$ cat config.mk
export PLATFORM = sky130hd
export DESIGN_NAME = alu_operand_stage_flat
export DESIGN_NICKNAME = d
export VERILOG_FILES = /design/src/rtl/alu_operand_stage_if.sv /design/src/rtl/alu_operand_stage.sv /design/src/flat_wrapper.sv
export SDC_FILE = /design/constraint.sdc
export NUM_CORES = 1
export LEC_CHECK = 0
export ABC_AREA = 1
export CORE_ASPECT_RATIO = 0.8
export CORE_UTILIZATION = 30
export DETAILED_ROUTE_END_ITERATION = 10
export GPL_TIMING_DRIVEN = 0
export REMOVE_ABC_BUFFERS = 1
export SETUP_SLACK_MARGIN = 0.2
export SLEW_MARGIN = 30
export SYNTH_ARGS = -nofsm -noshare
export SYNTH_HDL_FRONTEND = slang
export SYNTH_SLANG_ARGS = --single-unit
$ cat constraint.sdc
create_clock -name i_clock -period 2.08 [get_ports i_clock]
set_input_delay 0.416 -clock i_clock [delete_from_list [all_inputs] [get_ports i_clock]]
set_output_delay 0.416 -clock i_clock [all_outputs]
set_load 0.02 [all_outputs]
$ cat src/rtl/alu_operand_stage_if.sv
// rtl/alu_operand_stage_if.sv - decode, register-file and forwarding bus into the ALU operand stage
interface alu_operand_stage_if #(
  parameter int NB_DATA      = 32,
  parameter int NB_OPERATION = 4,
  parameter int NB_REG_ADDR  = 5,
  parameter int NB_IMM       = 16
);
  logic                    i_valid;
  logic [5:0]              i_opcode;
  logic [5:0]              i_funct;
  logic [4:0]              i_shamt;
  logic [NB_REG_ADDR-1:0]  i_rs_addr;
  logic [NB_REG_ADDR-1:0]  i_rt_addr;
  logic [NB_REG_ADDR-1:0]  i_rd_addr;
  logic [NB_DATA-1:0]      i_rs_data;
  logic [NB_DATA-1:0]      i_rt_data;
  logic [NB_IMM-1:0]       i_imm;
  logic                    i_stall;
  logic                    i_flush;
  logic                    i_exmem_wr_en;
  logic [NB_REG_ADDR-1:0]  i_exmem_rd_addr;
  logic [NB_DATA-1:0]      i_exmem_result;
  logic                    i_memwb_wr_en;
  logic [NB_REG_ADDR-1:0]  i_memwb_rd_addr;
  logic [NB_DATA-1:0]      i_memwb_result;
  logic [NB_DATA-1:0]      o_data_a;
  logic [NB_DATA-1:0]      o_data_b;
  logic [NB_OPERATION-1:0] o_op;
  logic                    o_valid;
  logic                    o_wb_en;
  logic [NB_REG_ADDR-1:0]  o_wb_addr;
  logic                    o_illegal;

  modport master (
    output i_valid, i_opcode, i_funct, i_shamt, i_rs_addr, i_rt_addr, i_rd_addr,
           i_rs_data, i_rt_data, i_imm, i_stall, i_flush,
           i_exmem_wr_en, i_exmem_rd_addr, i_exmem_result,
           i_memwb_wr_en, i_memwb_rd_addr, i_memwb_result,
    input  o_data_a, o_data_b, o_op, o_valid, o_wb_en, o_wb_addr, o_illegal
  );

  modport slave (
    input  i_valid, i_opcode, i_funct, i_shamt, i_rs_addr, i_rt_addr, i_rd_addr,
           i_rs_data, i_rt_data, i_imm, i_stall, i_flush,
           i_exmem_wr_en, i_exmem_rd_addr, i_exmem_result,
           i_memwb_wr_en, i_memwb_rd_addr, i_memwb_result,
    output o_data_a, o_data_b, o_op, o_valid, o_wb_en, o_wb_addr, o_illegal
  );
endinterface

$ cat src/rtl/alu_operand_stage.sv
// rtl/alu_operand_stage.sv - ID/EX register with ALU op decode, operand select and EX/MEM, MEM/WB forwarding
module alu_operand_stage #(
  parameter int NB_DATA      = 32,
  parameter int NB_OPERATION = 4,
  parameter int NB_REG_ADDR  = 5,
  parameter int NB_IMM       = 16
) (
  input  logic                i_clock,
  input  logic                i_reset,
  alu_operand_stage_if.slave  bus
);
  typedef logic [NB_OPERATION-1:0] op_t;
  localparam op_t OP_ADD = op_t'(4'b0000);
  localparam op_t OP_SUB = op_t'(4'b0001);
  localparam op_t OP_AND = op_t'(4'b0010);
  localparam op_t OP_OR  = op_t'(4'b0011);
  localparam op_t OP_XOR = op_t'(4'b0100);
  localparam op_t OP_NOR = op_t'(4'b0101);
  localparam op_t OP_SRL = op_t'(4'b0110);
  localparam op_t OP_SLL = op_t'(4'b0111);
  localparam op_t OP_SRA = op_t'(4'b1000);
  localparam op_t OP_SLT = op_t'(4'b1010);
  localparam op_t OP_LUI = op_t'(4'b1011);

  typedef enum logic [1:0] {B_RT, B_SEXT, B_ZEXT} b_src_t;

  logic                   dec_legal;
  op_t                    dec_op;
  logic                   dec_a_shamt;
  b_src_t                 dec_b_src;
  logic                   dec_wb;
  logic [NB_REG_ADDR-1:0] dec_wb_addr;

  always_comb begin
    dec_legal   = 1'b1;
    dec_op      = OP_ADD;
    dec_a_shamt = 1'b0;
    dec_b_src   = B_RT;
    dec_wb      = 1'b1;
    dec_wb_addr = bus.i_rt_addr;
    case (bus.i_opcode)
      6'h00: begin
        dec_wb_addr = bus.i_rd_addr;
        case (bus.i_funct)
          6'h20, 6'h21: dec_op = OP_ADD;
          6'h22, 6'h23: dec_op = OP_SUB;
          6'h24:        dec_op = OP_AND;
          6'h25:        dec_op = OP_OR;
          6'h26:        dec_op = OP_XOR;
          6'h27:        dec_op = OP_NOR;
          6'h2A:        dec_op = OP_SLT;
          6'h00: begin dec_op = OP_SLL; dec_a_shamt = 1'b1; end
          6'h02: begin dec_op = OP_SRL; dec_a_shamt = 1'b1; end
          6'h03: begin dec_op = OP_SRA; dec_a_shamt = 1'b1; end
          6'h04:        dec_op = OP_SLL;
          6'h06:        dec_op = OP_SRL;
          6'h07:        dec_op = OP_SRA;
          default: begin dec_legal = 1'b0; dec_wb = 1'b0; end
        endcase
      end
      6'h08, 6'h09, 6'h23: begin dec_op = OP_ADD; dec_b_src = B_SEXT; end
      6'h0A: begin dec_op = OP_SLT; dec_b_src = B_SEXT; end
      6'h0C: begin dec_op = OP_AND; dec_b_src = B_ZEXT; end
      6'h0D: begin dec_op = OP_OR;  dec_b_src = B_ZEXT; end
      6'h0E: begin dec_op = OP_XOR; dec_b_src = B_ZEXT; end
      6'h0F: begin dec_op = OP_LUI; dec_b_src = B_ZEXT; end
      6'h2B: begin dec_op = OP_ADD; dec_b_src = B_SEXT; dec_wb = 1'b0; end
      6'h04, 6'h05: begin dec_op = OP_SUB; dec_wb = 1'b0; end
      default: begin dec_legal = 1'b0; dec_wb = 1'b0; end
    endcase
  end

  logic                   valid_q;
  logic                   illegal_q;
  op_t                    op_q;
  logic                   a_shamt_q;
  b_src_t                 b_src_q;
  logic                   wb_en_q;
  logic [NB_REG_ADDR-1:0] wb_addr_q;
  logic [NB_REG_ADDR-1:0] rs_addr_q;
  logic [NB_REG_ADDR-1:0] rt_addr_q;
  logic [NB_DATA-1:0]     rs_data_q;
  logic [NB_DATA-1:0]     rt_data_q;
  logic [4:0]             shamt_q;
  logic [NB_IMM-1:0]      imm_q;

  always_ff @(posedge i_clock) begin
    if (i_reset) begin
      valid_q   <= 1'b0;
      illegal_q <= 1'b0;
      op_q      <= OP_ADD;
      a_shamt_q <= 1'b0;
      b_src_q   <= B_RT;
      wb_en_q   <= 1'b0;
      wb_addr_q <= '0;
      rs_addr_q <= '0;
      rt_addr_q <= '0;
      rs_data_q <= '0;
      rt_data_q <= '0;
      shamt_q   <= '0;
      imm_q     <= '0;
    end else if (bus.i_flush) begin
      valid_q   <= 1'b0;
      illegal_q <= 1'b0;
    end else if (bus.i_stall) begin
      illegal_q <= 1'b0;
    end else begin
      valid_q   <= bus.i_valid & dec_legal;
      illegal_q <= bus.i_valid & ~dec_legal;
      op_q      <= dec_op;
      a_shamt_q <= dec_a_shamt;
      b_src_q   <= dec_b_src;
      wb_en_q   <= dec_wb & (dec_wb_addr != '0);
      wb_addr_q <= dec_wb_addr;
      rs_addr_q <= bus.i_rs_addr;
      rt_addr_q <= bus.i_rt_addr;
      rs_data_q <= bus.i_rs_data;
      rt_data_q <= bus.i_rt_data;
      shamt_q   <= bus.i_shamt;
      imm_q     <= bus.i_imm;
    end
  end

  // Forwarding looks at the live buses every cycle, so a stalled stage picks up late results.
  function automatic logic [NB_DATA-1:0] fwd_sel(
    input logic [NB_REG_ADDR-1:0] src,
    input logic [NB_DATA-1:0]     rf_data,
    input logic                   ex_en,
    input logic [NB_REG_ADDR-1:0] ex_addr,
    input logic [NB_DATA-1:0]     ex_res,
    input logic                   wb_en,
    input logic [NB_REG_ADDR-1:0] wb_addr,
    input logic [NB_DATA-1:0]     wb_res
  );
    if (ex_en && ex_addr != '0 && ex_addr == src) return ex_res;
    if (wb_en && wb_addr != '0 && wb_addr == src) return wb_res;
    return rf_data;
  endfunction

  logic [NB_DATA-1:0] rs_fwd;
  logic [NB_DATA-1:0] rt_fwd;

  always_comb begin
    rs_fwd = fwd_sel(rs_addr_q, rs_data_q, bus.i_exmem_wr_en, bus.i_exmem_rd_addr, bus.i_exmem_result,
                     bus.i_memwb_wr_en, bus.i_memwb_rd_addr, bus.i_memwb_result);
    rt_fwd = fwd_sel(rt_addr_q, rt_data_q, bus.i_exmem_wr_en, bus.i_exmem_rd_addr, bus.i_exmem_result,
                     bus.i_memwb_wr_en, bus.i_memwb_rd_addr, bus.i_memwb_result);
  end

  always_comb begin
    bus.o_data_a  = '0;
    bus.o_data_b  = '0;
    bus.o_op      = OP_ADD;
    bus.o_wb_en   = 1'b0;
    bus.o_valid   = valid_q;
    bus.o_illegal = illegal_q;
    bus.o_wb_addr = wb_addr_q;
    if (valid_q) begin
      bus.o_data_a = a_shamt_q ? NB_DATA'(shamt_q) : rs_fwd;
      case (b_src_q)
        B_SEXT:  bus.o_data_b = {{(NB_DATA-NB_IMM){imm_q[NB_IMM-1]}}, imm_q};
        B_ZEXT:  bus.o_data_b = NB_DATA'(imm_q);
        default: bus.o_data_b = rt_fwd;
      endcase
      bus.o_op    = op_q;
      bus.o_wb_en = wb_en_q;
    end
  end
endmodule
$ cat src/flat_wrapper.sv
// flat-port wrapper written by rule: the top's interface ports become plain ports
module alu_operand_stage_flat 
#(
  parameter int NB_DATA      = 32,
  parameter int NB_OPERATION = 4,
  parameter int NB_REG_ADDR  = 5,
  parameter int NB_IMM       = 16
)
  (i_clock, i_reset, bus_i_valid, bus_i_opcode, bus_i_funct, bus_i_shamt, bus_i_rs_addr, bus_i_rt_addr, bus_i_rd_addr, bus_i_rs_data, bus_i_rt_data, bus_i_imm, bus_i_stall, bus_i_flush, bus_i_exmem_wr_en, bus_i_exmem_rd_addr, bus_i_exmem_result, bus_i_memwb_wr_en, bus_i_memwb_rd_addr, bus_i_memwb_result, bus_o_data_a, bus_o_data_b, bus_o_op, bus_o_valid, bus_o_wb_en, bus_o_wb_addr, bus_o_illegal);
  alu_operand_stage_if #(.NB_DATA(NB_DATA), .NB_OPERATION(NB_OPERATION), .NB_REG_ADDR(NB_REG_ADDR), .NB_IMM(NB_IMM)) bus_i ();
  input  logic i_clock;
  input  logic i_reset;
  input wire logic [$bits(bus_i.i_valid)-1:0] bus_i_valid;
  input wire logic [$bits(bus_i.i_opcode)-1:0] bus_i_opcode;
  input wire logic [$bits(bus_i.i_funct)-1:0] bus_i_funct;
  input wire logic [$bits(bus_i.i_shamt)-1:0] bus_i_shamt;
  input wire logic [$bits(bus_i.i_rs_addr)-1:0] bus_i_rs_addr;
  input wire logic [$bits(bus_i.i_rt_addr)-1:0] bus_i_rt_addr;
  input wire logic [$bits(bus_i.i_rd_addr)-1:0] bus_i_rd_addr;
  input wire logic [$bits(bus_i.i_rs_data)-1:0] bus_i_rs_data;
  input wire logic [$bits(bus_i.i_rt_data)-1:0] bus_i_rt_data;
  input wire logic [$bits(bus_i.i_imm)-1:0] bus_i_imm;
  input wire logic [$bits(bus_i.i_stall)-1:0] bus_i_stall;
  input wire logic [$bits(bus_i.i_flush)-1:0] bus_i_flush;
  input wire logic [$bits(bus_i.i_exmem_wr_en)-1:0] bus_i_exmem_wr_en;
  input wire logic [$bits(bus_i.i_exmem_rd_addr)-1:0] bus_i_exmem_rd_addr;
  input wire logic [$bits(bus_i.i_exmem_result)-1:0] bus_i_exmem_result;
  input wire logic [$bits(bus_i.i_memwb_wr_en)-1:0] bus_i_memwb_wr_en;
  input wire logic [$bits(bus_i.i_memwb_rd_addr)-1:0] bus_i_memwb_rd_addr;
  input wire logic [$bits(bus_i.i_memwb_result)-1:0] bus_i_memwb_result;
  output wire logic [$bits(bus_i.o_data_a)-1:0] bus_o_data_a;
  output wire logic [$bits(bus_i.o_data_b)-1:0] bus_o_data_b;
  output wire logic [$bits(bus_i.o_op)-1:0] bus_o_op;
  output wire logic [$bits(bus_i.o_valid)-1:0] bus_o_valid;
  output wire logic [$bits(bus_i.o_wb_en)-1:0] bus_o_wb_en;
  output wire logic [$bits(bus_i.o_wb_addr)-1:0] bus_o_wb_addr;
  output wire logic [$bits(bus_i.o_illegal)-1:0] bus_o_illegal;
  assign bus_i.i_valid = bus_i_valid;
  assign bus_i.i_opcode = bus_i_opcode;
  assign bus_i.i_funct = bus_i_funct;
  assign bus_i.i_shamt = bus_i_shamt;
  assign bus_i.i_rs_addr = bus_i_rs_addr;
  assign bus_i.i_rt_addr = bus_i_rt_addr;
  assign bus_i.i_rd_addr = bus_i_rd_addr;
  assign bus_i.i_rs_data = bus_i_rs_data;
  assign bus_i.i_rt_data = bus_i_rt_data;
  assign bus_i.i_imm = bus_i_imm;
  assign bus_i.i_stall = bus_i_stall;
  assign bus_i.i_flush = bus_i_flush;
  assign bus_i.i_exmem_wr_en = bus_i_exmem_wr_en;
  assign bus_i.i_exmem_rd_addr = bus_i_exmem_rd_addr;
  assign bus_i.i_exmem_result = bus_i_exmem_result;
  assign bus_i.i_memwb_wr_en = bus_i_memwb_wr_en;
  assign bus_i.i_memwb_rd_addr = bus_i_memwb_rd_addr;
  assign bus_i.i_memwb_result = bus_i_memwb_result;
  assign bus_o_data_a = bus_i.o_data_a;
  assign bus_o_data_b = bus_i.o_data_b;
  assign bus_o_op = bus_i.o_op;
  assign bus_o_valid = bus_i.o_valid;
  assign bus_o_wb_en = bus_i.o_wb_en;
  assign bus_o_wb_addr = bus_i.o_wb_addr;
  assign bus_o_illegal = bus_i.o_illegal;
  alu_operand_stage #(.NB_DATA(NB_DATA), .NB_OPERATION(NB_OPERATION), .NB_REG_ADDR(NB_REG_ADDR), .NB_IMM(NB_IMM)) u_core (.i_clock(i_clock), .i_reset(i_reset), .bus(bus_i));
endmodule
== After elaboration in Yosys (flattened, before gate mapping) ==
Index checks and enable logic that the tools add are counted.
W data, S select, Z words.
Cells by class
  magnitude comparators: 0
  $add $sub $neg: 0
  shift operators: 0
  multiply operators: 0
  equality and inequality tests: 31
  multiplexer cells: 29
  bitwise operators: 6
  reductions and logical operators: 25
  divide/modulo/power cells: 0
Operator list (count)
  $mux W32: 11
  $eq A6 B6 Y1 const B: 11
  $pmux W32 S2: 1
  $eq A6 B4 Y1 const B: 7
  $pmux W4 S9: 1
  $eq A6 B3 Y1 const B: 5
  $pmux W4 S7: 1
  $eq A5 B5 Y1: 4
  $reduce_bool A5 Y1: 3
  $reduce_or A15 Y1: 1
  $eq A6 B2 Y1 const B: 2
  $logic_not A6 Y1: 2
  $reduce_or A2 Y1: 6
  $reduce_or A11 Y1: 1
  $mux W1: 10
  $reduce_or A8 Y1: 1
  $logic_and A1 B1 Y1: 6
  $reduce_or A3 Y1: 2
  $mux W5: 1
  $reduce_or A5 Y1: 1
  $mux W4: 1
  $pmux W1 S2: 2
  $pmux W2 S2: 1
  $reduce_or A4 Y1: 1
  5 further kinds: 9
Word-level totals
  latch bits: 0
  memories: 0
  input port bits: 193
  word-level logic and storage cells: 104
  memory bits (writable): 0
  bits in registers: 110
  output and inout bits: 76
  memory bits (read-only): 0

== Depth between registers and ports, before layout ==
Gate-level depths: netlist of the first run.
  depth after elaboration: 9
  depth in mapped cells: 10
  mapped depth without buffers: 9

== Least setup slack after synthesis of the first run ==
Ideal clock, no wire load.
  kind: register to output
  start point: register u_core.b_src_q[0]
  end point: output port bus_o_data_b[17]
  path slack: -0.110 ns
  required time: 1.664 ns
  arrival: 1.774 ns
  path buffers: 2
  stages on the path, launching flop included: 9
  cells stage by stage: dfxtp_1 -> inv_1 -> ha_1 -> clkbuf_1 -> clkinv_1 -> nand2_1 -> nand2_1 -> clkbuf_1 -> a21oi_1
On the way
  longest elaborated chain between the ends: 3
  elaborated cells on any way between the ends: 4
  classes of those cells: eq/ne (2); mux (2)
Ends and longest elaborated chain
  start: declaration: line alu_operand_stage.sv:77  | b_src_t b_src_q;
  start signal: assignment: line alu_operand_stage.sv:112  | b_src_q <= dec_b_src;
  $eq A2 B2 Y1 or $eq A2 B1 Y1 (tied branches): line alu_operand_stage.sv:160  | case (b_src_q)
  $pmux W32 S2 (*): line alu_operand_stage.sv:160
  $mux W32 (*): line alu_operand_stage.sv:158  | if (valid_q) begin
  end: declaration: line flat_wrapper.sv:32  | output wire logic [$bits(bus_i.o_data_b)-1:0] bus_o_data_b;
Every way passes the cells marked *; elsewhere a longest branch is shown, timed or not.

== Final worst setup path of the first run ==
  start point: input port bus_i_memwb_rd_addr[3]
  end point: output port bus_o_data_a[3]
On the way
  longest elaborated chain between the ends: 9
  elaborated cells on any way between the ends: 11
  classes of those cells: eq/ne (1); mux (7); reduce/logical (3)
Ends and longest elaborated chain
  start: declaration: line flat_wrapper.sv:29  | input wire logic [$bits(bus_i.i_memwb_rd_addr)-1:0] bus_i_memwb_rd_addr;
  $reduce_bool A5 Y1: line alu_operand_stage.sv:136  | if (wb_en && wb_addr != '0 && wb_addr == src) return wb_res;
  $logic_and A1 B1 Y1: line alu_operand_stage.sv:136
  $logic_and A1 B1 Y1 (*): line alu_operand_stage.sv:136
  $mux W1 (2 in a row): line alu_operand_stage.sv:136
  $mux W32 (*): line alu_operand_stage.sv:137  | return rf_data;
  $mux W32 (*): line alu_operand_stage.sv:136
  $mux W32 (*): line alu_operand_stage.sv:159  | bus.o_data_a = a_shamt_q ? NB_DATA'(shamt_q) : rs_fwd;
  $mux W32 (*): line alu_operand_stage.sv:158
  end: declaration: line flat_wrapper.sv:31  | output wire logic [$bits(bus_i.o_data_a)-1:0] bus_o_data_a;
Every way passes the cells marked *; elsewhere a longest branch is shown, timed or not. The select of a mux whose other input is x is not followed.

==> results.txt, run 1 <==
Net Sw Frac - 33.1%
Primary FF master, synth - dfxtp_1
RSZ-0062 raised after global routing - yes
Internal Power - 4.03 mW
synth-to-layout area growth - 80.7%
top post-synthesis cells by count - 238 x nand2_1, 160 x inv_1, 150 x nor2_1
xor and xnor fraction of the mapped netlist area - 2.38%
first-pass GRT wire length - 52400 um
CP max stage delay - 300 ps
post-synthesis mux area share - 0%
Routability Congestion - 0.913
grt ovf - 0
Post-synth EDFFs - 0
Synth cell types - 34
Critical-path top delay cell - dlygate4sd2_1
# nets final - 1691
root buffer cell - clkbuf_16
critical path cell sequence - dlygate4sd2_1 > xnor2_2 > nand2_2 > nor3_4 > buf_12 > nand2_8 > buf_6 > nand2_2 > nand3_2 > nand2_1 > nand2_1 > buf_6
Synth top area share - 30.1%
Reg clk slew, reported paths - 70 ps
Worst Reg-to-Reg Cells - 4
asr flop ratio synth - 0%
Critical Path End - bus_o_data_a[3]
Seq/Total Area, Yosys - 30.1%
Hold Path Class - flip-flop to flip-flop
adder-cell area share of the yosys netlist - 0.342%
Logic pwr share - 31.8%
I/O Buffers - 268
H-tree depth - 3
Seq cells post-synth - 110
placed cells - 1714
Iteration-0 DRC Markers - 687
Lkg Pwr - 6.11 nW
Routed WL per cell - 19.7 um
share of cells above drive strength 1 - 30.8%
vias after detailed routing - 9306
highest fanout seen on the critical path - 6
Finished Layout Cells - 1813
Die Width - 176 um
clock latency on the worst-skew pair - 360 ps
DRC - 0
hold slack - 469 ps
total global-route track usage - 27.7%
crit path time final - 2540 ps
Syn Inst Count - 1198
Final Hold Fails - 0
core footprint - 0.0236 mm^2
Via density - 5.13
final setup fails - 64
Worst EP required - 1660 ps
critical path data arrival time - 2120 ps
# clock sinks - 110
clock buffer count from CTS - 9
# hold bufs at CTS - 0
count leader, synth - nand2_1
worst slew pin tran - 546 ps
I/O pin cnt - 269
Crit Path Category - primary input to output pin
setup ws final - -457 ps
area leader, netlist - dfxtp_1
run status - complete, but fails checks
flop2flop setup slack - 1060 ps
CP Launch Type - primary input
Initial DRT Pass Iterations - 4
Compound-Gate Fraction of Synth Area - 15.9%
Simple-Gate Fraction of Synth Area - 37.6%
dpl hpwl - 20500 um
Psw - 1.99 mW
Pwr Density - 456 mW/mm^2
antenna violations before repair - 1
relative slew slack - 63.5%
Max Root-Sink Buffers - 2
fin util - 55.8%
largest family of logic cells by synthesized area - simple AND/OR/NAND/NOR gates
n_diodes - 0
worst r2r src - u_core.bus.o_valid$_SDFFE_PP0N_
Mapped Avg Cell Area - 6.10 um^2
YS warnings - 0
CP endpoint kind - output pin
peak supply drop - 0.000404 V
Fin Clk Skew - 0 ps
sequential share of power - 38.5%
crit path from - bus_i_memwb_rd_addr[3]
std cell rows - 50
post-synthesis instance area - 0.00731 mm^2
Initial Utilization - 30.9%
die area - 0.0250 mm^2
Final Max Slew Viols - 0
CTS tree - built
number of global-route vias before repair - 8793
final worst-path cycle share - 122%
top cells by area, synth - dfxtp_1 30%, nand2_1 12%, o21ai_0 8.8%, nand3_1 8.6%, inv_1 8.2%
largest net degree at the start of global routing - 58
r2r endpoint - u_core.bus.o_valid$_SDFFE_PP0N_
clock power share - 29.7%
drt total wl - 35800 um
post-route ant nets - 0
failing checks - setup timing
Max Cap Violations - 0
Achievable Freq - 0.394 GHz
Die Y - 142 um
how the worst min path moves through the flow:
stage	from	to	slack, ps	depth (start not counted)
finish	u_core.wb_en_q$_SDFFE_PP0P_	u_core.wb_en_q$_SDFFE_PP0P_	470	2
global route	u_core.wb_en_q$_SDFFE_PP0P_	u_core.wb_en_q$_SDFFE_PP0P_	490	2
CTS	u_core.rt_data_q[16]$_SDFFE_PP0P_	u_core.rt_data_q[16]$_SDFFE_PP0P_	460	2
detailed placement	u_core.rt_data_q[18]$_SDFFE_PP0P_	u_core.rt_data_q[18]$_SDFFE_PP0P_	440	2
global placement	u_core.rt_data_q[17]$_SDFFE_PP0P_	u_core.rt_data_q[17]$_SDFFE_PP0P_	440	2
floorplan	u_core.rt_data_q[0]$_SDFFE_PP0P_	u_core.rt_data_q[0]$_SDFFE_PP0P_	430	2
critical path, delay by kind of cell:
family / cells / cell delay (ps)
xor+xnor: 1 / 200
simple gates: 7 / 710
buf+inv: 4 / 780
state kept, by name, summed over array words and instances, names as in the netlist:
name / flops
u_core.rs_data_q: 32
u_core.rt_data_q: 32
u_core.imm_q: 16
u_core.bus.o_wb_addr: 5
u_core.rs_addr_q: 5
u_core.rt_addr_q: 5
u_core.shamt_q: 5
u_core.op_q: 4
u_core.b_src_q: 2
u_core.a_shamt_q: 1
u_core.bus.o_illegal: 1
u_core.bus.o_valid: 1
u_core.wb_en_q: 1
cell type report:
type / instances / area [um^2]
Sequential cell: 110 / 2230
Fill cell: 2190 / 10400
Inverter: 164 / 718
Multi-Input combinational cell: 853 / 5440
Tap cell: 312 / 390
Timing Repair Buffer: 357 / 4130
Clock buffer: 10 / 239
Clock inverter: 6 / 52.6
Timing Repair inverter: 1 / 8.76
kinds of logic after synthesis:
| kind of cell | count (synthesis) |
|---|---|
| buffers and inverters | 243 |
| flip-flops | 110 |
| adder cells (fa/ha/maj) | 2 |
| AO/OA/AOI/OAI | 229 |
| AND/OR/NAND/NOR | 595 |
| XOR/XNOR | 19 |
power groups by stage:
stage	sequential (mW)	clock, mW	combinational (mW)
6_report	2.32	1.79	1.92
5_1_grt	2.33	1.91	2.05
4_1_cts	2.31	1.83	1.78
3_5_place_dp	2.35	0	1.37
3_3_place_gp	2.34	0	1.26
2_1_floorplan	2.34	0	0.602
per-stage QoR:
stage               TNS [ps]  power (mW)  worst slack [ps]  area, um^2
floorplan            -174110        2.94             -1350        6920
global placement     -717650        3.61             -4790       10000
detailed placement   -146910        3.72             -1940       10400
CTS                   -21630        5.92              -391       12500
global route          -29770        6.29              -520       13200
finish                -25150        6.02              -457       13200
cells in the final DEF (no fill, tap or decap), drive strengths merged, types with 2 or more instances in the layout:
| cell | netlist | layout |
|---|---|---|
| nand2 | 240 | 245 |
| clkdlybuf4s50 | 0 | 183 |
| inv | 163 | 165 |
| nor2 | 154 | 156 |
| buf | 26 | 154 |
| o21ai | 148 | 148 |
| nand3 | 147 | 147 |
| dfxtp | 110 | 110 |
| a21oi | 76 | 76 |
| nand3b | 39 | 39 |
| clkbuf | 53 | 13 |
| xnor2 | 13 | 13 |
| dlygate4sd2 | 0 | 9 |
| nand4 | 6 | 7 |
| xor2 | 6 | 6 |
| nor3 | 6 | 6 |
| dlymetal6s2s | 0 | 4 |
| o211ai | 3 | 3 |
| clkdlybuf4s15 | 0 | 3 |
| bufinv | 0 | 2 |
| ha | 2 | 2 |
| clkinvlp | 0 | 2 |
| or2 | 2 | 2 |
| clkinv | 1 | 2 |
repair_timing:
| action | 4_1_cts | 5_1_grt |
|---|---|---|
| gates cloned | 15 | 2 |
| setup endpoints to repair | 162 | 132 |
| setup buffers | 61 | 5 |
| resized for setup | 617 | 172 |
| pin swaps | 82 | 68 |
per-layer routing:
layer	up-vias	wire, um	GRT usage, %
met4	2	730	7.62
met2	391	16300	44.2
li1	4441	-	-
met3	50	2900	5.55
met1	4422	15800	37.6
met5	-	13	0
Power figures use the tool's default switching activity.
==> run 2, diff against run 1 <==
--- a/config.mk
+++ b/config.mk
@@ -8,6 +8,7 @@
 export ABC_AREA = 1
 export CORE_ASPECT_RATIO = 0.8
 export CORE_UTILIZATION = 30
+export CTS_BUF_LIST = sky130_fd_sc_hd__clkbuf_8
 export DETAILED_ROUTE_END_ITERATION = 10
 export GPL_TIMING_DRIVEN = 0
 export REMOVE_ABC_BUFFERS = 1
@@ -16,3 +17,4 @@
 export SYNTH_ARGS = -nofsm -noshare
 export SYNTH_HDL_FRONTEND = slang
 export SYNTH_SLANG_ARGS = --single-unit
+export TNS_END_PERCENT = 5
==> constraint.sdc (replaced) <==
create_clock -name i_clock -period 3.3 [get_ports i_clock]
set_input_delay 0.66 -clock i_clock [delete_from_list [all_inputs] [get_ports i_clock]]
set_output_delay 0.66 -clock i_clock [all_outputs]
set_load 0.02 [all_outputs]
==> run 2 against run 1 <==
Against the previous run:
- the flow now finishes without violations
- non-clock buffer count down 38
- cell area decreased by 16%
- register-to-register slack improved by 1300 ps
- critical path type unchanged
==> results.txt, run 2 (synthesized netlist as in run 1, its figures left out) <==
CP Launch Type - primary input (unchanged)
setup ws final - 163 ps (was -457 ps)
Worst Hold Depth - 2 (unchanged)
peak supply drop - 0.000155 V (was 0.000404 V)
worst r2r src - u_core.bus.o_valid$_SDFFE_PP0N_ (unchanged)
n_diodes - 0 (unchanged)
Iteration-0 DRC Markers - 724 (was 687)
H-tree depth - 3 (unchanged)
Hold Path Class - flip-flop to flip-flop (unchanged)
Worst Reg-to-Reg Cells - 2 (was 4)
Final Max Slew Viols - 0 (unchanged)
biggest registers after layout - u_core.rs_data_q: 32 flops, u_core.rt_data_q: 32 flops, u_core.imm_q: 16 flops (unchanged)
hold slack - 460 ps (was 469 ps)
flop2flop setup slack - 2390 ps (was 1060 ps)
synth-to-layout area growth - 51.3% (was 80.7%)
largest net degree at the start of global routing - 110 (was 58)
critical path cell sequence - clkdlybuf4s50_1 > nand2_4 > nor2_4 > buf_12 > nand2_8 > buf_16 > nand2_1 > nand3_1 > a21oi_1 > clkdlybuf4s15_2 (was dlygate4sd2_1 > xnor2_2 > nand2_2 > nor3_4 > buf_12 > nand2_8 > buf_6 > nand2_2 > nand3_2 > nand2_1 > nand2_1 > buf_6)
r2r endpoint - u_core.bus.o_valid$_SDFFE_PP0N_ (unchanged)
drt total wl - 31600 um (was 35800 um)
relative slew slack - 59.5% (was 63.5%)
antenna violations before repair - 1 (unchanged)
clock buffer count from CTS - 9 (unchanged)
Achievable Freq - 0.319 GHz
die area - 0.0250 mm^2 (unchanged)
# nets final - 1648 (was 1691)
# fillers - 2459 (was 2190)
Worst EP required - 2640 ps (was 1660 ps)
post-route ant nets - 0 (unchanged)
worst slew pin tran - 606 ps (was 546 ps)
Fin Clk Skew - 0 ps (unchanged)
Critical-path top delay cell - clkdlybuf4s50_1 (was dlygate4sd2_1)
CTS tree - built (unchanged)
total global-route track usage - 25.1% (was 27.7%)
HP Start - u_core.rt_data_q[23]$_SDFFE_PP0P_ (was u_core.wb_en_q$_SDFFE_PP0P_)
Max Cap Violations - 0 (unchanged)
highest fanout seen on the critical path - 18 (was 6)
share of cells above drive strength 1 - 11.9% (was 30.8%)
Max Root-Sink Buffers - 2 (unchanged)
fin area - 0.0111 mm^2 (was 0.0132 mm^2)
crit path time final - 3140 ps
grt ovf - 0 (unchanged)
Post-Place Setup Slack - -1210 ps (was -1940 ps)
core footprint - 0.0236 mm^2 (unchanged)
dpl hpwl - 20500 um (unchanged)
Reg clk slew, reported paths - 110 ps (was 70 ps)
final worst-path cycle share - 95.0%
fin util - 46.7% (was 55.8%)
Die Width - 176 um (unchanged)
run status - complete, no violations (was complete, but fails checks)
Pwr Density - 295 mW/mm^2 (was 456 mW/mm^2)
sequential cell area - 0.00221 mm^2 (was 0.00223 mm^2)
most frequent cells in the layout - 233 x nand2_1, 194 x clkdlybuf4s50_1, 158 x inv_1, 146 x nor2_1, 128 x o21ai_0 (was 183 x clkdlybuf4s50_1, 158 x nand2_1, 145 x inv_1, 144 x nor2_1, 121 x o21ai_0)
RSZ-0062 raised after global routing - yes (unchanged)
crit path from - bus_i_memwb_wr_en (was bus_i_memwb_rd_addr[3])
root buffer cell - clkbuf_8 (was clkbuf_16)
number of global-route vias before repair - 8433 (was 8793)
Crit Path Category - primary input to output pin (unchanged)
WHS Endpoint - u_core.rt_data_q[23]$_SDFFE_PP0P_ (was u_core.wb_en_q$_SDFFE_PP0P_)
I/O Buffers - 268 (unchanged)
Die Y - 142 um (unchanged)
Initial Utilization - 30.9% (unchanged)
std cell rows - 50 (unchanged)
first-pass GRT wire length - 48200 um (was 52400 um)
# hold bufs at CTS - 0 (unchanged)
Initial DRT Pass Iterations - 5 (was 4)
CP endpoint kind - output pin (unchanged)
Post-DP Area - 0.0104 mm^2 (unchanged)
DRC - 0 (unchanged)
commonest non-fill, non-tap cell in the layout - nand2_1 (was clkdlybuf4s50_1)
multi-input logic area - 0.00442 mm^2 (was 0.00544 mm^2)
Routability Congestion - 0.913 (unchanged)
clock latency on the worst-skew pair - 390 ps (was 360 ps)
# clock sinks - 110 (unchanged)
CP max stage delay - 520 ps (was 300 ps)
Routed WL per cell - 17.9 um (was 19.7 um)
critical path data arrival time - 2480 ps (was 2120 ps)
final setup fails - 0 (was 64)
vias after detailed routing - 8774 (was 9306)
Final Hold Fails - 0 (unchanged)
Lkg Pwr - 5.40 nW (was 6.11 nW)
Via density - 4.96 (was 5.13)
I/O pin cnt - 269 (unchanged)
[run 2: cell types whose count changed in the layout (fill, tap and decap cells not counted), sizes merged]
cell	delta
buf	-89
bufbuf	-1
bufinv	-2
clkbuf	+18
clkdlybuf4s15	+15
clkdlybuf4s50	+11
dlygate4sd2	+12
dlymetal6s2s	-4
inv	+1
nand2	-3
nor2	-1
[run 2: layout make-up]
| class | count | share of cell area [%] |
|---|---|---|
| Tap cell | 312 | 3.53 |
| Inverter | 164 | 5.89 |
| Sequential cell | 110 | 20.0 |
| Timing Repair Buffer | 319 | 29.0 |
| Clock buffer | 10 | 1.25 |
| Multi-Input combinational cell | 849 | 39.9 |
| Clock inverter | 6 | 0.475 |
[run 2: worst max path at each step]
stage	end	slack [ps]	cells after the start
2_1_floorplan	bus_o_data_b[0]	-620	6
3_3_place_gp	bus_o_data_b[4]	-4060	8
3_5_place_dp	bus_o_data_a[30]	-1210	11
4_1_cts	bus_o_data_a[11]	170	12
5_1_grt	bus_o_data_b[22]	100	10
6_report	bus_o_data_b[22]	160	10
[run 2: stage by stage]
| stage | setup TNS (ps) | power, mW | instances |
|---|---|---|---|
| after floorplan | -34200 | 1.85 | 1119 |
| after global placement | -561980 | 2.27 | 1699 |
| after detailed placement | -68080 | 2.34 | 1714 |
| after CTS | 0 | 3.28 | 1770 |
| after global routing | 0 | 3.44 | 1770 |
| final | 0 | 3.26 | 1770 |
[run 2: repair_timing]
item / in CTS / in global routing
setup buffers: 36 / 0
endpoints found under the setup margin: 64 / 64
gates resized for setup: 174 / 61
gates cloned: 4 / 0
pin swaps: 18 / 4
[run 2: critical path: cells and delay by family]
kind,cells,cell delay (ps)
AOI/OAI and AO/OA,1,130
and+or+nand+nor,5,550
buffers and inverters,4,1130
[run 2: metal layers]
metal	vias up	GRT usage (%)	wire, um
li1	4339	-	-
met1	4051	33.4	14200
met2	339	40.7	14300
met3	43	5.25	2460
met4	2	7.26	644
met5	-	0	13
[run 2: power by group]
| group | switching (mW) | internal, mW |
|---|---|---|
| registers | 0.0432 | 1.41 |
| clock network | 0.537 | 0.308 |
| logic | 0.506 | 0.457 |
| total | 1.09 | 2.18 |
==> RTL edit, RTL diff (flow settings as in run 1) <==
The 3 values of `b_src_t` get a one-hot encoding in 3 bits.
--- a/src/rtl/alu_operand_stage.sv
+++ b/src/rtl/alu_operand_stage.sv
@@ -22,7 +22,7 @@
   localparam op_t OP_SLT = op_t'(4'b1010);
   localparam op_t OP_LUI = op_t'(4'b1011);
 
-  typedef enum logic [1:0] {B_RT, B_SEXT, B_ZEXT} b_src_t;
+  typedef enum logic [2:0] {B_RT = 3'b001, B_SEXT = 3'b010, B_ZEXT = 3'b100} b_src_t;
 
   logic                   dec_legal;
   op_t                    dec_op;
Formal check against the unedited RTL: same outputs for any inputs over 4 cycles, from zero or initial values and one cycle with i_reset high; so few cycles prove little.
==> RTL edit against run 1 <==
- highest routed layer is now met4
- power shrank 2.6%
- largest power group unchanged
- worst setup slack gained 0.071 ns
- utilization shrank 1.4 points
- the run still ends with negative setup slack left
- largest cell class unchanged
- area after synthesis grew 1.6%
- hold slack lost 0.014 ns
- first-iteration DRC count grew 3.5%
- wire length grew 4.0%
- global-route usage grew 0.47 points
- synthesized cell count grew 5.8%
- sequential cell count grew 1
- cell area grew 0.16%
==> RTL edit: results <==
metrics = {
    "clocking": {
        "clockBufferDepth": 2,
    },
    "placement": {
        "placed_cell_area_mm2": 0.0106,
        "dpl_worst_slack_ns": -2.10,
        "hpwl_mm": 20.8,
        "gp_congestion": 0.840,
    },
    "synth": {
        "ys_top_cells_by_count": "nand2_1 (263), inv_1 (204), nand3_1 (153), nor2_1 (153), o21ai_0 (118)",
        "yosysTopAreaCellShare": 0.299,
        "yosysUniqueCellTypes": 30,
        "avgSynthCellArea_um2": 5.86,
        "yosys-top-cells-area": "dfxtp_1 (30%), nand2_1 (13%), inv_1 (10%)",
    },
    "pwr": {
        "vdd_ir_drop_max_mv": 0.417,
        "leakage_nw": 6.18,
    },
    "route": {
        "vias": 9724,
        "firstDrtPassIters": 5,
        "highest_layer": "met4",
        "routedLengthMet1_mm": 16.0,
        "wl_met2_mm": 17.1,
        "wire_per_inst_um": 19.7,
        "drt_first_iter_violations": 711,
        "via_per_inst": 5.15,
        "wl_met3_mm": 3.24,
    },
    "sta": {
        "finalSetupViolations": 64,
        "finalSetupTns_ns": -20.53,
        "whs_ns": 0.455,
        "skew_ns": 0,
        "setup_slack_ns": -0.386,
    },
    "critical_path": {
        "critPathMaxFanout": 4,
        "crit_path_start": "u_core.rs_addr_q[1]",
        "cpPeakStageDelay_ns": 0.37,
        "regToRegStartpoint": "u_core.bus.o_valid",
        "cp_slowest_cell": "dfxtp_4",
        "arrival_ns": 2.05,
        "ff2ff_setup_slack_ns": 1.12,
    },
    "grt": {
        "use_met1": 0.369,
        "met2_usage": 0.453,
        "grt_pass1_wl_mm": 53.5,
        "grt_usage": 0.281,
        "met3_usage": 0.0716,
        "grt_pass1_vias": 9085,
        "antenna_found_initial": 1,
        "grt_max_degree": 77,
    },
    "finish": {
        "drive_above_1_share": 0.284,
        "fillers": 2335,
        "nets": 1756,
        "fin_area_mm2": 0.0132,
    },
    "min_path": {
        "min_from": "u_core.rt_data_q[15]",
        "min_to": "u_core.rt_data_q[15]",
    },
    "status": {
        "failed_checks": "negative setup slack",
        "status": "finished, violations left",
    },
}
[RTL edit: cell types whose count changed in the layout (fill, tap and decap cells not counted), moves of 11 or more]
cell / delta
nand2_4: -18
o21ai_1: -14
nand4_1: +31
buf_12: +11
inv_1: +23
nand3_4: +15
o21ai_2: -12
nand3_1: +15
nand2_1: +41
inv_2: +23
nand3b_1: -11
nand3_2: -20
[RTL edit: report_power, final]
group / switching [W] / leakage, nW / total, W / internal, W
clock: 0.000904 / 0.137 / 0.00173 / 0.000825
combinational: 0.000939 / 5.12 / 0.00181 / 0.000868
sequential: 0.0000725 / 0.919 / 0.00233 / 0.00226
[RTL edit: logic make-up (layout without fill, tap and decap cells)]
logic type	after synthesis	count (layout)	synth area share
AO/OA/AOI/OAI	201	201	0.137
XOR/XNOR	12	12	0.0142
buffers and inverters	294	590	0.160
flip-flops	111	111	0.299
other	0	1	0
AND/OR/NAND/NOR	650	654	0.389
[RTL edit: timing repair]
item / in CTS / in global routing
cloned: 15 / 4
setup endpoints to repair: 151 / 113
pin swaps: 77 / 71
buffers inserted: 60 / 5
resized for setup: 564 / 195
[RTL edit: worst max path at each step]
stage	endpoint	slack, ns
after global placement	u_core.rt_addr_q[0]	-9.41
after global routing	bus_o_data_b[18]	-0.45
after floorplan	u_core.rs_addr_q[0]	-3.17
after CTS	bus_o_data_b[18]	-0.33
after detailed placement	bus_o_data_b[26]	-2.10
final	bus_o_data_a[24]	-0.39
[RTL edit: area by class of cell]
type                    count  area share
repair buffers            363       0.327
diodes                      1    0.000189
repair inverters            3     0.00236
flip-flops and latches    111       0.170
clock buffers              10      0.0173
clock inverters             6     0.00312
multi-input cells         867       0.387
inverters                 208      0.0628
well taps                 318      0.0301
